==> src/rtl/cla_wide_seq.sv <==
// Wide add/sub built from one narrow carry-lookahead slice.
// One word per cycle, LSW first, with the word carry held in a register.

module cla #(
  parameter int W = 8
) (
  input  logic [W-1:0] a,
  input  logic [W-1:0] b,
  input  logic         cin,
  output logic [W-1:0] sum,
  output logic         cout,
  output logic         block_propagate,
  output logic         block_generate
);

  logic [W-1:0] p;
  logic [W-1:0] g;
  logic [W:0]   c;

  assign p = a ^ b;
  assign g = a & b;

  // Each carry is a flat sum of products over g/p, so no ripple path.
  always_comb begin
    logic t;
    logic pp;
    t  = 1'b0;
    pp = 1'b0;
    c  = '0;
    c[0] = cin;
    for (int i = 0; i < W; i++) begin
      pp = cin;
      for (int k = 0; k <= i; k++) begin
        pp = pp & p[k];
      end
      c[i+1] = pp;
      for (int j = 0; j <= i; j++) begin
        t = g[j];
        for (int k = j + 1; k <= i; k++) begin
          t = t & p[k];
        end
        c[i+1] = c[i+1] | t;
      end
    end
  end

  always_comb begin
    logic t;
    t = 1'b0;
    block_generate = 1'b0;
    for (int j = 0; j < W; j++) begin
      t = g[j];
      for (int k = j + 1; k < W; k++) begin
        t = t & p[k];
      end
      block_generate = block_generate | t;
    end
  end

  assign block_propagate = &p;
  assign sum  = p ^ c[W-1:0];
  assign cout = c[W];

endmodule

module cla_wide_seq #(
  parameter int BITWIDTH = 8,
  parameter int WORDS    = 4
) (
  input  logic                      clk,
  input  logic                      rst,
  input  logic                      start_valid,
  output logic                      start_ready,
  input  logic [BITWIDTH*WORDS-1:0] op_a,
  input  logic [BITWIDTH*WORDS-1:0] op_b,
  input  logic                      op_sub,
  input  logic                      carry_in,
  output logic                      busy,
  output logic                      res_valid,
  input  logic                      res_ready,
  output logic [BITWIDTH*WORDS-1:0] result,
  output logic                      carry_out,
  output logic                      overflow
);

  localparam int IW = (WORDS > 1) ? $clog2(WORDS) : 1;
  localparam logic [IW-1:0] LAST = IW'(WORDS - 1);

  typedef enum logic [1:0] {
    IDLE,
    RUN,
    DONE
  } state_t;

  state_t state;

  logic [WORDS-1:0][BITWIDTH-1:0] a_reg;
  logic [WORDS-1:0][BITWIDTH-1:0] b_reg;
  logic [WORDS-1:0][BITWIDTH-1:0] res_w;
  logic [IW-1:0]                  idx;
  logic                           cy;

  logic [BITWIDTH-1:0] sum;
  logic                cout;
  logic                unused_bp;
  logic                unused_bg;

  logic a_msb;
  logic b_msb;

  cla #(
    .W (BITWIDTH)
  ) u_cla (
    .a               (a_reg[idx]),
    .b               (b_reg[idx]),
    .cin             (cy),
    .sum             (sum),
    .cout            (cout),
    .block_propagate (unused_bp),
    .block_generate  (unused_bg)
  );

  assign a_msb = a_reg[WORDS-1][BITWIDTH-1];
  assign b_msb = b_reg[WORDS-1][BITWIDTH-1];

  assign start_ready = (state == IDLE) && !rst;
  assign busy        = (state == RUN) || (state == DONE);
  assign res_valid   = (state == DONE);
  assign result      = res_w;

  always_ff @(posedge clk) begin
    if (rst) begin
      state     <= IDLE;
      idx       <= '0;
      cy        <= 1'b0;
      a_reg     <= '0;
      b_reg     <= '0;
      res_w     <= '0;
      carry_out <= 1'b0;
      overflow  <= 1'b0;
    end else begin
      unique case (state)
        IDLE: begin
          if (start_valid) begin
            a_reg <= op_a;
            b_reg <= op_sub ? ~op_b : op_b;
            cy    <= op_sub ? 1'b1 : carry_in;
            idx   <= '0;
            state <= RUN;
          end
        end
        RUN: begin
          res_w[idx] <= sum;
          cy         <= cout;
          if (idx == LAST) begin
            carry_out <= cout;
            // Sign rule on the final word: like-signed inputs, flipped result.
            overflow  <= (a_msb == b_msb) &&
                         (sum[BITWIDTH-1] != a_msb);
            state     <= DONE;
          end else begin
            idx <= idx + 1'b1;
          end
        end
        DONE: begin
          if (res_ready) begin
            state <= IDLE;
          end
        end
        default: state <= IDLE;
      endcase
    end
  end

endmodule
==> config.mk <==
export PLATFORM = sky130hd
export DESIGN_NAME = cla_wide_seq
export DESIGN_NICKNAME = d
export VERILOG_FILES = /design/src/rtl/cla_wide_seq.sv
export SDC_FILE = /design/constraint.sdc
export NUM_CORES = 1
export LEC_CHECK = 0
export CAP_MARGIN = 40
export CORE_MARGIN = 4
export CORE_UTILIZATION = 54
export CTS_CLUSTER_SIZE = 14
export DETAILED_ROUTE_END_ITERATION = 16
export GPL_ROUTABILITY_DRIVEN = 0
export GPL_TIMING_DRIVEN = 0
export PLACE_DENSITY = 0.9
export SETUP_SLACK_MARGIN = 0.05
export SYNTH_ARGS = -nofsm -noshare
export SYNTH_HDL_FRONTEND = slang
export SYNTH_SLANG_ARGS = --single-unit
==> constraint.sdc <==
create_clock -name clk -period 7.5 [get_ports clk]
set_input_delay 1.5 -clock clk [delete_from_list [all_inputs] [get_ports clk]]
set_output_delay 1.5 -clock clk [all_outputs]
set_load 0.01 [all_outputs]
==> summary.md <==
| Metric | Value |
|---|---|
| Worst-path clk slew | `roughly 0.10 ns` |
| Routed len/inst | `16.6 um` |
| Fill cell count | `624` |
| WS Path Type | `primary input to output port` |
| R2R Setup Slk | `3.60 ns` |
| Clock sinks | `around 100` |
| Number of synthesized flops with an enable pin | `0` |
| Endpoints failing hold | `0` |
| Latest clock arrival within the worst-skew pair | `0.37 ns` |
| Antenna Cells | `0` |
| Row count | `34` |
| Layout area overhead | `28.8%` |
| GRT Util Overall | `24.5%` |
| Area of the multi-input gates | `between 0.002 and 0.003 mm^2` |
| Main synth FF type | `dfxtp_1` |
| Largest register FFs | `32` |
| Syn nets | `617` |
| Max VDD drop | `0.107 mV` |
| Worst Path Arrival | `2.55 ns` |
| Worst Path Required | `around 6.0 ns` |
| Minimum clock period | `4.05 ns` |
| Worst R2R Start | `idx[1]$_SDFFE_PP0P_` |
| YS warnings | `0` |
| CTS H-tree lvls | `3` |
| Synthesized area per cell | `approximately 9.0 um^2` |
| CP max FO | `10` |
| CP endpoint kind | `output port` |
| Initial Utilization | `~55%` |
| Post-layout net count | `732` |
| DP HPWL | `9680 um` |
| Leak | `2.18 nW` |
| Setup_tns | `0 ns` |
| Post-CTS Resized | `0` |
| Root Buffer | `clkbuf_8` |
| Worst min path class | `register to register` |
| Drc violations | `0` |
| Vias post-DR | `4,323` |
| CP Launch Point | `rst` |
| Synthesis-stage register bit count | `103` |
| Initial antenna violation count | `0` |
| Min Hold Slack | `~0.46 ns` |
| I/O Buffers | `104` |
| Die W | `102 um` |
| TritonCTS clock tree | `built` |
| Period utilization | `54.0%` |
| RSZ-0062 raised after global routing | `no` |
| ANT nets after route | `0` |
| CP Launch Type | `primary input` |
| Global-route wire length before repair | `approximately 20,000 um` |
| Starting DRT DRC Count | `226` |
| Worst r2r dst | `result[5]$_SDFFE_PP0P_` |
| CTS Buffer Depth | `2` |
| Slew at the pin closest to its max-slew limit | `0.698 ns` |
| Max Cap Violations | `0` |
| Sequential fraction of the synthesis area | `43.3%` |
| Die Y | `102 um` |
| Vias per std cell | `5.70` |
| Post-CTS setup buffer count | `0` |
| Maximum number of pins on one net before global-route repair | `17` |
| Vias in the first global route | `4,282` |
| Core area | `0.00864 mm^2` |
| Die ar. | `0.0104 mm^2` |
| Mapped cell area | `0.00477 mm^2` |
| CTS Buf Count | `9` |
| Synth async-reset ratio | `0%` |
| Clock skew | `0.00918 ns` |
| Status | `finished, final reports clean` |
| Syn Inst Count | `between 500 and 600` |
| Slew Limit Fails | `0` |
| Layout cell share with drive strength beyond 1 | `7.38%` |
| Storage cell area | `0.00206 mm^2` |
| Setup crit end | `start_ready` |
| Gr ovfl total | `0` |
| Setup WS post-layout | `3.45 ns` |
| Pwr dens | `210 mW/mm^2` |
| IO Count | `107` |
| Worst Reg-to-Reg Cells | `10` |
| Max Fclk | `0.247 GHz` |
| Relative slew slack | `53.5%` |
| 1st-pass router iterations | `5` |
| Post-CTS Hold Buffers | `0` |
| Place WS | `3.47 ns` |
| Final setup fails | `0` |
| Drt total wl | `12,600 um` |
| Unique masters post-synth | `42` |
[layout make-up]
class	count	area share, %
Clock buffer	11	2.30
Multi-Input combinational cell	380	41.0
Timing Repair Buffer	104	17.0
Tap cell	108	2.20
Clock inverter	5	0.917
Inverter	6	0.367
Buffer	41	2.71
Sequential cell	103	33.6
[cell usage in the layout, fill, tap and decap left out, drive strengths merged, types with 4 or more instances in the layout]
cell type and count:
a21oi 59, nand2 100, a211oi 42, o31ai 8, nand3 4, and2 5, clkbuf 37, xnor2 34
dfxtp 103, xor2 4, o21ai 5, nor2 49, nand3b 8, clkdlybuf4s50 104, inv 7, ha 16
buf 15, mux4 16
[synthesized netlist by cell type (all sizes together) (6+ instances only)]
cell type  count  area share [%]
dfxtp        103              43
nand2        100             7.9
a21oi         59             6.3
nor2          49             3.9
a211oi        42             6.6
xnor2         34             6.2
clkbuf        26             2.0
ha            16             4.2
mux4          16             7.6
buf           15             1.4
nand3b         8             1.3
o31ai          8             1.3
inv            6            0.47
[where the power goes]
part / switching, mW / internal [mW] / leakage [nW]
clock: 0.190 / 0.164 / 0.0997
sequential: 0.0264 / 0.591 / 0.844
combinational: 0.175 / 0.145 / 1.23
total: 0.391 / 0.899 / 2.18
[through the flow]
stage	power, mW	utilization, %	cells	cell area, um^2
2_1_floorplan	0.823	-	530	4770
5_1_grt	1.34	71.1	758	6140
3_3_place_gp	0.925	68.8	742	5940
4_1_cts	1.28	71.1	758	6140
6_report	1.29	71.1	758	6140
3_5_place_dp	0.942	68.8	742	5940
[routing by layer]
layer  global-route usage (%)  routed length, um  up-vias  part of all wire, %
li1                         -                  -     2064                    -
met1                     29.1               5020     2014                   40
met2                     42.7               6250      206                   50
met3                     6.01                934       39                  7.4
met4                     9.69                386        0                  3.1
met5                        0                  0        -                    0
[worst max-delay path, stage by stage]
cell and delay (ns):
clkbuf_1 0.43, nor2b_1 0.11, clkdlybuf4s50_1 0.50
[how the worst min path moves through the flow]
| stage | start | end | slack (ns) | cells past startpoint |
|---|---|---|---|---|
| floorplan | a_reg[16]$_SDFFE_PP0P_ | a_reg[16]$_SDFFE_PP0P_ | 0.43 | 2 |
| global placement | a_reg[25]$_SDFFE_PP0P_ | a_reg[25]$_SDFFE_PP0P_ | 0.44 | 2 |
| detailed placement | a_reg[23]$_SDFFE_PP0P_ | a_reg[23]$_SDFFE_PP0P_ | 0.45 | 2 |
| CTS | a_reg[23]$_SDFFE_PP0P_ | a_reg[23]$_SDFFE_PP0P_ | 0.46 | 2 |
| global route | result[11]$_SDFFE_PP0P_ | result[11]$_SDFFE_PP0P_ | 0.49 | 2 |
| finish | a_reg[3]$_SDFFE_PP0P_ | a_reg[3]$_SDFFE_PP0P_ | 0.46 | 2 |
[logic make-up (layout without fill, tap and decap cells)]
logic type | after synthesis | count (layout) | share of synthesized area [%]
flops | 103 | 103 | 43.3
simple gates | 178 | 178 | 15.8
compound gates | 128 | 128 | 17.2
mux | 19 | 19 | 8.22
buf+inv | 47 | 167 | 3.96
xor+xnor | 38 | 38 | 6.98
fa+ha+maj | 17 | 17 | 4.62
Note: power is estimated with default switching activity, not from simulation.
